<file path="config.mk">
export PLATFORM = sky130hd
export DESIGN_NAME = pwm_capture
export DESIGN_NICKNAME = d
export VERILOG_FILES = /design/src/rtl/pwm_defs.sv /design/src/rtl/pwm_edge_sync.sv /design/src/rtl/pwm_capture.sv
export SDC_FILE = /design/constraint.sdc
export NUM_CORES = 1
export LEC_CHECK = 0
export ABC_AREA = 1
export BUFFER_PORTS_ARGS = -buffer_cell sky130_fd_sc_hd__buf_2
export CAP_MARGIN = 10
export CORE_MARGIN = 4
export CORE_UTILIZATION = 50
export DETAILED_ROUTE_END_ITERATION = 7
export PLACE_DENSITY = 0.83
export SLEW_MARGIN = 20
export SYNTH_ARGS = -nofsm -noshare
export SYNTH_HDL_FRONTEND = slang
export SYNTH_SLANG_ARGS = --single-unit
</file>
<file path="constraint.sdc">
create_clock -name clk -period 2.2 [get_ports clk]
set_input_delay 0 -clock clk [delete_from_list [all_inputs] [get_ports clk]]
set_output_delay 0 -clock clk [all_outputs]
set_load 0.03 [all_outputs]
</file>
<file path="src/rtl/pwm_defs.sv">
// rtl/pwm_defs.sv - shared register map, bit indices and FSM encoding for pwm_capture
// Purpose: constants shared by the capture top and anything decoding its registers.
// Contents: byte addresses of CTRL/STATUS/RESULT, CTRL and STATUS bit positions,
//           2-bit measurement FSM state encoding.
package pwm_defs;

    localparam logic [7:0] ADDR_CTRL   = 8'h00;
    localparam logic [7:0] ADDR_STATUS = 8'h04;
    localparam logic [7:0] ADDR_RESULT = 8'h08;

    localparam int CTRL_EN     = 0;
    localparam int CTRL_IRQ_EN = 1;

    localparam int ST_VALID = 0;
    localparam int ST_OVF   = 1;
    localparam int ST_BUSY  = 2;
    localparam int ST_MISS  = 3;

    typedef enum logic [1:0] {
        S_IDLE      = 2'd0,
        S_WAIT_RISE = 2'd1,
        S_HIGH      = 2'd2,
        S_LOW       = 2'd3
    } state_e;

endpackage

</file>
<file path="src/rtl/pwm_edge_sync.sv">
// rtl/pwm_edge_sync.sv - synchronizer plus single-cycle rise/fall edge detector
// Purpose: bring an asynchronous level into the clk domain and flag its edges.
// Ports:
//   clk      in   system clock
//   reset_n  in   asynchronous active-low reset
//   async_i  in   asynchronous input level
//   rise_o   out  one-cycle pulse on a synchronized 0->1 transition
//   fall_o   out  one-cycle pulse on a synchronized 1->0 transition
module pwm_edge_sync #(
    parameter int STAGES = 2
) (
    input  logic clk,
    input  logic reset_n,
    input  logic async_i,
    output logic rise_o,
    output logic fall_o
);

    logic [STAGES-1:0] sync_q;
    logic              dly_q;
    logic              lvl;

    always_ff @(posedge clk or negedge reset_n) begin
        if (!reset_n) begin
            sync_q <= '0;
            dly_q  <= 1'b0;
        end else begin
            sync_q <= {sync_q[STAGES-2:0], async_i};
            dly_q  <= sync_q[STAGES-1];
        end
    end

    // Fixed depth from async_i to the edge pulses keeps measured intervals exact.
    assign lvl    = sync_q[STAGES-1];
    assign rise_o = lvl & ~dly_q;
    assign fall_o = ~lvl & dly_q;

endmodule

</file>
<file path="src/rtl/pwm_capture.sv">
// rtl/pwm_capture.sv - PWM period/high-time capture with register interface
// Purpose: measure period and high time of pwm_in and report them as RESULT.
// Ports:
//   clk, reset_n       clock, asynchronous active-low reset
//   addr, wdata        register byte address and write data
//   wen, ren           one-cycle write / read strobes
//   rdata              registered read data, valid the cycle after ren
//   pwm_in             asynchronous PWM input
//   irq                registered level interrupt
module pwm_capture
    import pwm_defs::*;
#(
    parameter int CNT_W       = 16,
    parameter int SYNC_STAGES = 2
) (
    input  logic        clk,
    input  logic        reset_n,
    input  logic [7:0]  addr,
    input  logic [31:0] wdata,
    output logic [31:0] rdata,
    input  logic        wen,
    input  logic        ren,
    input  logic        pwm_in,
    output logic        irq
);

    localparam logic [CNT_W-1:0] CNT_MAX = '1;
    localparam logic [CNT_W-1:0] CNT_ONE = CNT_W'(1);

    state_e           state_q, state_d;
    logic [CNT_W-1:0] per_cnt_q, per_cnt_d;
    logic [CNT_W-1:0] high_cnt_q, high_cnt_d;
    logic [CNT_W-1:0] res_per_q, res_high_q;
    logic             en_q, irq_en_q;
    logic             valid_q, ovf_q, miss_q, irq_q;
    logic [31:0]      rdata_q, rd_mux;
    logic             rise, fall, sat, latch;
    logic             wr_ctrl, wr_status;
    logic             unused_wdata;

    pwm_edge_sync #(.STAGES(SYNC_STAGES)) u_sync (
        .clk     (clk),
        .reset_n (reset_n),
        .async_i (pwm_in),
        .rise_o  (rise),
        .fall_o  (fall)
    );

    // A rise in LOW ends the period by latching, so only a counting step can saturate.
    assign sat = en_q & (per_cnt_q == CNT_MAX) &
                 ((state_q == S_HIGH) | ((state_q == S_LOW) & ~rise));

    always_ff @(posedge clk or negedge reset_n) begin
        if (!reset_n) state_q <= S_IDLE;
        else          state_q <= state_d;
    end

    always_comb begin
        state_d = state_q;
        if (!en_q) begin
            state_d = S_IDLE;
        end else begin
            case (state_q)
                S_IDLE:      state_d = S_WAIT_RISE;
                S_WAIT_RISE: if (rise) state_d = S_HIGH;
                S_HIGH:      if (sat) state_d = S_WAIT_RISE;
                             else if (fall) state_d = S_LOW;
                S_LOW:       if (rise) state_d = S_HIGH;
                             else if (sat) state_d = S_WAIT_RISE;
                default:     state_d = S_IDLE;
            endcase
        end
    end

    always_comb begin
        per_cnt_d  = per_cnt_q;
        high_cnt_d = high_cnt_q;
        latch      = 1'b0;
        if (!en_q || sat) begin
            per_cnt_d  = '0;
            high_cnt_d = '0;
        end else begin
            case (state_q)
                S_WAIT_RISE: begin
                    if (rise) begin
                        per_cnt_d  = CNT_ONE;
                        high_cnt_d = CNT_ONE;
                    end
                end
                S_HIGH: begin
                    // The fall cycle still belongs to the period but not to the high time.
                    per_cnt_d = per_cnt_q + CNT_ONE;
                    if (!fall) high_cnt_d = high_cnt_q + CNT_ONE;
                end
                S_LOW: begin
                    if (rise) begin
                        latch      = 1'b1;
                        per_cnt_d  = CNT_ONE;
                        high_cnt_d = CNT_ONE;
                    end else begin
                        per_cnt_d = per_cnt_q + CNT_ONE;
                    end
                end
                default: begin
                    per_cnt_d  = '0;
                    high_cnt_d = '0;
                end
            endcase
        end
    end

    assign wr_ctrl   = wen & (addr == ADDR_CTRL);
    assign wr_status = wen & (addr == ADDR_STATUS);

    always_comb begin
        rd_mux = 32'h0;
        case (addr)
            ADDR_CTRL:   rd_mux = {30'h0, irq_en_q, en_q};
            ADDR_STATUS: rd_mux = {28'h0, miss_q, (state_q != S_IDLE), ovf_q, valid_q};
            ADDR_RESULT: rd_mux = {16'(res_per_q), 16'(res_high_q)};
            default:     rd_mux = 32'h0;
        endcase
    end

    always_ff @(posedge clk or negedge reset_n) begin
        if (!reset_n) begin
            per_cnt_q  <= '0;
            high_cnt_q <= '0;
            res_per_q  <= '0;
            res_high_q <= '0;
            en_q       <= 1'b0;
            irq_en_q   <= 1'b0;
            valid_q    <= 1'b0;
            ovf_q      <= 1'b0;
            miss_q     <= 1'b0;
            irq_q      <= 1'b0;
            rdata_q    <= 32'h0;
        end else begin
            per_cnt_q  <= per_cnt_d;
            high_cnt_q <= high_cnt_d;
            if (latch) begin
                res_per_q  <= per_cnt_q;
                res_high_q <= high_cnt_q;
            end
            if (wr_ctrl) begin
                en_q     <= wdata[CTRL_EN];
                irq_en_q <= wdata[CTRL_IRQ_EN];
            end
            // Hardware set is ORed after the W1C mask so it wins a same-cycle collision.
            valid_q <= latch | (valid_q & ~(wr_status & wdata[ST_VALID]));
            ovf_q   <= sat | (ovf_q & ~(wr_status & wdata[ST_OVF]));
            miss_q  <= (latch & valid_q) | (miss_q & ~(wr_status & wdata[ST_MISS]));
            irq_q   <= irq_en_q & (valid_q | ovf_q | miss_q);
            if (ren) rdata_q <= rd_mux;
        end
    end

    assign unused_wdata = ^{wdata[31:4], wdata[ST_BUSY]};
    assign rdata        = rdata_q;
    assign irq          = irq_q;

endmodule

</file>
==> results of run 1 <==
flip-flops by register name (all words and copies together), names as in the netlist:
register and cells:
en_q 1, rdata 32, per_cnt_q 16, u_sync.sync_q 2
irq 1, ovf_q 1, irq_en_q 1, res_high_q 16
state_q 2, high_cnt_q 16, res_per_q 16, valid_q 1
miss_q 1, u_sync.dly_q 1
cell usage after synthesis:
cell / n / area (um2)
nand2_1: 252 / 946
dfrtp_1: 107 / 2680
nor2_1: 57 / 214
o21ai_0: 56 / 280
nand3_1: 42 / 210
inv_1: 32 / 120
clkbuf_1: 12 / 45.0
xor2_1: 11 / 96.3
nor3_1: 10 / 50.1
a21oi_1: 9 / 45.0
buf_2: 7 / 35.0
nand4_1: 5 / 31.3
inv_2: 3 / 11.3
o21ai_1: 3 / 15.0
ha_1: 2 / 25.0
a31oi_1: 1 / 6.26
buf_4: 1 / 7.51
buf_6: 1 / 11.3
nor2_2: 1 / 6.26
nor3b_1: 1 / 7.51
nor4_2: 1 / 12.5
nor4_4: 1 / 21.3
o31a_1: 1 / 8.76
metrics by stage:
stage               instances  area, um2
CTS                       808       5590
global route              810       5600
floorplan                 616       4880
detailed placement        782       5280
global placement          782       5280
finish                    810       5600
report_power, final:
part           switching, W  internal, W
clock              0.000684     0.000570
combinational      0.000661     0.000279
sequential         0.000134      0.00211
total               0.00148      0.00296
metal layers:
layer	vias to the layer above	global-route usage, %
met5	-	0
met4	0	5.48
met3	8	4.27
met2	111	33.7
met1	1986	26.7
li1	2083	-
timing repair:
action	4_1_cts	5_1_grt
gates resized for setup	0	1
endpoints found under the setup margin	0	13
buffers inserted	0	2
hold endpoints to repair	50	0
hold buffers	10	0
cell type report:
cell class,instances,share of cell area [%]
inverter,35,2.41
clock buffer,10,2.46
sequential,107,47.8
timing repair buffer,70,7.95
clock inverter,6,1.27
tap,129,2.88
multi-input combinational,453,35.3
worst reg2reg max path, stage by stage (launching register included):
cell and delay [ns]:
dfrtp_1 0.41, ha_1 0.19, nand2_1 0.06, nor2_1 0.17
nand2_1 0.12, nor2_1 0.12, nand3_1 0.19, nand2_1 0.23
clkinvlp_4 0.12, buf_4 0.17, nand3_1 0.08, nand2_1 0.05
worst max path at each step:
stage          slack [ns]        endpoint  cells past startpoint
5_1_grt              0.05      state_q[0]                     11
6_report             0.19  high_cnt_q[10]                     11
3_3_place_gp         0.28   high_cnt_q[5]                      9
4_1_cts              0.16  high_cnt_q[12]                      9
2_1_floorplan        0.61  high_cnt_q[11]                     11
3_5_place_dp         0.20  high_cnt_q[12]                      9
kinds of logic after synthesis:
kind of cell               after synthesis
buffers and inverters                   56
adders and majority gates                2
and+or+nand+nor                        370
DFF                                    107
AOI/OAI and AO/OA                       70
xor gates and xnor gates                11
==> impl_metrics.py, run 1 <==
metrics = {
    "status": {
        "status": "finished, final reports clean",
    },
    "global_routing": {
        "grt_pass1_vias": 3992,
        "grt-ovfl-total": 0,
        "grt_max_degree": 50,
        "grt_antenna_before_repair": 0,
        "grt_pass1_wl_um": 18600,
        "track_usage_pct": 20.2,
    },
    "route": {
        "drc_errors": 0,
        "drtIter0Drc": 304,
        "routed.top_layer": "met4",
        "dr_wl_met2_um": 5290,
        "viasPerCell": 5.17,
        "wl_met1_um": 4820,
        "wl_um": 10800,
        "drt_pass1_iterations": 5,
        "wl_per_cell_um": 13.3,
        "num_vias": 4188,
        "wl_met3_um": 547,
        "ant_nets": 0,
    },
    "setup_path": {
        "critical_path.max_fanout": 8,
        "end_kind": "register",
        "path_cells": "ha_1, nand2_1, nor2_1, nand2_1, nor2_1, nand3_1, nand2_1, clkinvlp_4, buf_4, nand3_1, nand2_1",
        "r2r_slack_ns": 0.19,
        "r2r_end": "high_cnt_q[10]",
        "critPathArrivalTime_ns": 2.28,
        "startpoint_type": "register",
        "path_common_cell": "nand2_1",
        "r2r_cells": 11,
        "rr_startpoint": "per_cnt_q[0]",
        "slowest_delay_ns": 0.41,
        "critPathKind": "register to register",
        "critPathTopFamily": "simple AND/OR/NAND/NOR gates",
        "crit_buf_inv": 2,
        "cp-startpoint": "per_cnt_q[0]",
        "critPathSlowestCell": "dfrtp_1",
        "crit_required_ns": 2.47,
    },
    "yosys": {
        "synth-seq-cells": 107,
        "synth_xor_area_share_pct": 1.97,
        "synth_compound_area_share_pct": 7.28,
        "syn-num-nets": 663,
        "mappedNetlistArea_um2": 4880,
        "syn_inst": 616,
        "yosysSeqAreaShare_pct": 54.8,
        "synthMuxAreaShare_pct": 0,
        "synth_warnings": 0,
        "synth_fa_ha_area_share_pct": 0.512,
        "yosysUniqueCellTypes": 23,
        "synth_top_family_by_area": "simple AND/OR/NAND/NOR gates",
        "syn_area_per_cell_um2": 7.93,
        "yosys.area_share.simple_pct": 30.7,
    },
    "sta": {
        "whs_ns": 0.0867,
        "fin_setup_tns_ns": 0,
        "drv_slew": 0,
        "min_period_over_period_pct": 91.6,
        "setup_slack_ns": 0.185,
        "rsz0062_at_grt": "false",
        "finClkSkew_ns": 0.00746,
        "slew_headroom_pct": 42.6,
        "setup_violations": 0,
        "period_minus_slack_ns": 2.01,
        "max_freq_ghz": 0.496,
        "hold_viol_final": 0,
        "tightest_slew_ns": 0.860,
    },
    "power": {
        "cellLeakagePower_nw": 2.74,
        "vdd_ir_drop_max_uv": 368,
        "power_density_nw_per_um2": 792,
        "power_w": 0.00444,
    },
    "cts": {
        "cts_tree": "built",
        "cts_buffers": 9,
        "clockBufferDepth": 2,
        "clock-sinks": 107,
        "root_buffer": "clkbuf_8",
        "htree_levels": 3,
        "clk_pin_slew_ns": 0.10,
        "clk_latency_ns": 0.37,
    },
    "die": {
        "row_count": 35,
        "dieHeight_um": 107,
        "core_region_area_um2": 9370,
        "die_area_um2": 11400,
        "die_width_um": 107,
        "io_pins": 78,
        "initial_core_util_pct": 52.1,
    },
    "placement": {
        "gp_congestion": 0.859,
        "place.port_buffers": 48,
        "hpwl_um": 7560,
        "pre_cts_ws_ns": 0.199,
    },
    "min_path": {
        "hold_depth": 6,
        "hp-class": "input port to register",
        "worstHoldStart": "addr[1]",
        "min_to": "rdata[3]",
    },
    "job": {
        "maxCapViolations": 0,
    },
    "cells_and_area": {
        "final_common_cell": "nand2_1",
        "drive_gt1_share_pct": 12.2,
        "n_antenna_cell": 0,
        "fillers": 815,
        "post-route-util_pct": 59.8,
        "seq_area_um2": 2680,
        "synthToLayoutAreaGrowth_pct": 14.8,
        "final_cell_mix": "252 x nand2_1, 107 x dfrtp_1, 57 x nor2_1",
        "multiInputGateArea_um2": 1980,
        "nets": 723,
    },
}
(Power assumes the default switching activity.)
==> run 2: changes to the inputs <==
--- a/config.mk
+++ b/config.mk
@@ -12,7 +12,7 @@
 export CORE_UTILIZATION = 50
 export DETAILED_ROUTE_END_ITERATION = 7
 export PLACE_DENSITY = 0.83
-export SLEW_MARGIN = 20
 export SYNTH_ARGS = -nofsm -noshare
 export SYNTH_HDL_FRONTEND = slang
+export SYNTH_HIERARCHICAL = 1
 export SYNTH_SLANG_ARGS = --single-unit
==> run 2 against run 1 <==
Global-route usage down 1.6 points. Sequential cell count did not move. Clock power rose by 3%. Worst setup slack gained 0.14 ns. Final cell count is 3.7% lower. Sequential share of layout area shrank 0.22 points. Wire length shrank 6.2%. Largest power group unchanged.
==> impl_metrics.py, run 2 <==
metrics = {
    "sta": {
        "rsz0062_at_grt": "false",
        "finClkSkew_ns": 0.00876,
        "hold_viol_final": 0,
        "fin_setup_tns_ns": 0,
        "whs_ns": 0.0172,
        "drv_slew": 0,
        "min_period_over_period_pct": 85.3,
        "setup_violations": 0,
        "period_minus_slack_ns": 1.88,
        "tightest_slew_ns": 0.720,
        "max_freq_ghz": 0.533,
        "slew_headroom_pct": 51.9,
    },
    "cells_and_area": {
        "nets": 689,
        "synthToLayoutAreaGrowth_pct": 13.6,
        "drive_gt1_share_pct": 13.1,
        "n_antenna_cell": 0,
        "final_common_cell": "nand2_1",
        "final_cell_mix": "182 x nand2_1, 107 x dfrtp_1, 62 x inv_1",
        "largest_reg_flops": 32,
        "fillers": 779,
        "stdcell_area_um2": 5630,
        "post-route-util_pct": 57.9,
    },
    "yosys": {
        "yosysSeqAreaShare_pct": 54.0,
        "synth_async_sr_flop_share_pct": 100,
        "syn_inst": 591,
        "syn_area_per_cell_um2": 8.38,
        "synth-edff-count": 0,
        "synth_warnings": 6,
        "syn-num-nets": 638,
        "yosysUniqueCellTypes": 35,
        "synth_top_area_share_pct": 54.0,
        "yosysTopAreaCell": "dfrtp_1",
        "yosysMostFrequentCell": "nand2_1",
        "ys.flop_type": "dfrtp_1",
        "synth_area_leaders": "dfrtp_1 54%, nand2_1 14%, inv_1 4.7%",
        "synth-seq-cells": 107,
        "mappedNetlistArea_um2": 4950,
        "synthTopCellsByCount": "182 x nand2_1, 107 x dfrtp_1, 62 x inv_1, 50 x nor2_1, 41 x nand3_1",
    },
    "min_path": {
        "hp-class": "input port to register",
    },
    "die": {
        "initial_core_util_pct": 50.9,
        "io_pins": 78,
        "core_region_area_um2": 9730,
        "dieHeight_um": 108,
        "die_width_um": 108,
        "die_area_um2": 11600,
        "row_count": 36,
    },
    "cts": {
        "cts_tree": "built",
        "cts_buffers": 9,
        "htree_levels": 3,
        "clock-sinks": 107,
        "postCtsSetupRepairBufs": 0,
        "clk_latency_ns": 0.37,
        "root_buffer": "clkbuf_8",
        "clockBufferDepth": 2,
        "clk_pin_slew_ns": 0.10,
        "post_cts_resized": 0,
    },
    "power": {
        "cellLeakagePower_nw": 2.75,
        "netSwitchingFraction_pct": 31.4,
        "p_switching_w": 0.00137,
        "pwr-share-comb_pct": 19.6,
        "power.share.clock_pct": 29.4,
        "power_w": 0.00437,
        "cell_internal_pwr_w": 0.00300,
        "sequentialPowerShare_pct": 51.0,
        "power_density_nw_per_um2": 777,
        "vdd_ir_drop_max_uv": 383,
    },
    "setup_path": {
        "path_cells": "inv_1, nor3_4, buf_4, nand2_1, o21ai_0",
        "critPathArrivalTime_ns": 2.17,
        "crit_required_ns": 2.49,
        "critPathKind": "register to register",
        "startpoint_type": "register",
        "critPathSlowestCell": "nor3_4",
        "slowest_delay_ns": 0.58,
        "critical_path.max_fanout": 16,
        "end_kind": "register",
    },
    "route": {
        "viasPerCell": 5.21,
        "drc_errors": 0,
        "drt_pass1_iterations": 7,
        "wl_um": 10100,
        "ant_nets": 0,
        "num_vias": 4066,
        "wl_per_cell_um": 13.0,
        "drtIter0Drc": 411,
    },
    "placement": {
        "place.port_buffers": 48,
        "hpwl_um": 7080,
        "place_area_um2": 5330,
        "gp_congestion": 0.870,
    },
    "global_routing": {
        "grt_pass1_wl_um": 17600,
        "grt-ovfl-total": 0,
        "grt_antenna_before_repair": 0,
        "track_usage_pct": 18.5,
        "grt_max_degree": 63,
        "grt_pass1_vias": 4004,
    },
    "status": {
        "status": "finished, final reports clean",
    },
    "job": {
        "maxCapViolations": 0,
    },
}
run 2: cell count changes in the layout (fill, tap and decap cells not counted), moves of 3 or more:
cell / change
a21oi_1: -4
buf_4: -8
inv_1: +31
nand2_1: -70
nand2_2: +3
nor2_1: -7
nor3_1: -4
o21ai_0: -21
o21bai_1: +3
o31ai_1: +25
run 2: cell type report:
class | count | area, um2 | share of cell area (%)
Clock buffer | 9 | 124 | 2.20
Inverter | 65 | 246 | 4.38
Multi-Input combinational cell | 396 | 1910 | 33.9
Tap cell | 133 | 166 | 2.96
Sequential cell | 107 | 2680 | 47.6
Timing Repair Buffer | 63 | 415 | 7.38
Clock inverter | 7 | 91.3 | 1.62
run 2: per-stage QoR:
stage               std cells  worst slack (ns)
floorplan                 591             0.699
global route              780             0.151
detailed placement        755             0.349
CTS                       780             0.317
finish                    780             0.323
global placement          755             0.458
run 2: power groups by stage:
stage	Combinational (W)	Sequential, W	Clock, W
after floorplan	0.000659	0.00224	0
after global placement	0.000795	0.00226	0
after detailed placement	0.000830	0.00227	0
after CTS	0.000853	0.00223	0.00130
after global routing	0.000975	0.00225	0.00137
final	0.000857	0.00223	0.00129
run 2: repair_timing:
action                                  in CTS  in global routing
hold buffers                                 9                  0
endpoints found under the setup margin       0                  0
hold endpoints to repair                    58                  0
run 2: worst paths after layout:
path                                   from               end  slack, ns  depth (start not counted)
setup / recovery                       en_q      res_per_q[1]       0.32                          5
hold / removal                      addr[3]             ovf_q       0.02                          5
setup reg to reg                       en_q      res_per_q[1]       0.32                          5
hold reg to reg            u_sync/sync_q[0]  u_sync/sync_q[1]       0.36                          0
max in group asynchronous           reset_n      per_cnt_q[4]       1.32                          3
min in group asynchronous           reset_n         rdata[13]       0.15                          2
run 2: cell families after synthesis:
kind of cell / share of synthesized area [%]
compound gates: 9.65
xor+xnor: 2.12
fa+ha+maj: 0.505
buf+inv: 7.42
flops: 54.0
simple gates: 26.3
run 2: metal layers:
metal  wire length [um]  GRT usage (%)  part of all wire (%)  vias to the layer above
met4                188           8.12                   1.9                        0
met1               4620           24.7                    46                     1915
met5                  0              0                     0                        -
met3                597           1.68                   5.9                       14
li1                   -              -                     -                     1996
met2               4700           30.9                    47                      141
run 2: worst max-delay path, delay by kind of cell (launching register included):
kind | cells | cell delay, ns
AOI/OAI and AO/OA | 1 | 0.08
buffers and inverters | 2 | 0.50
DFF | 1 | 0.56
and+or+nand+nor | 2 | 0.66
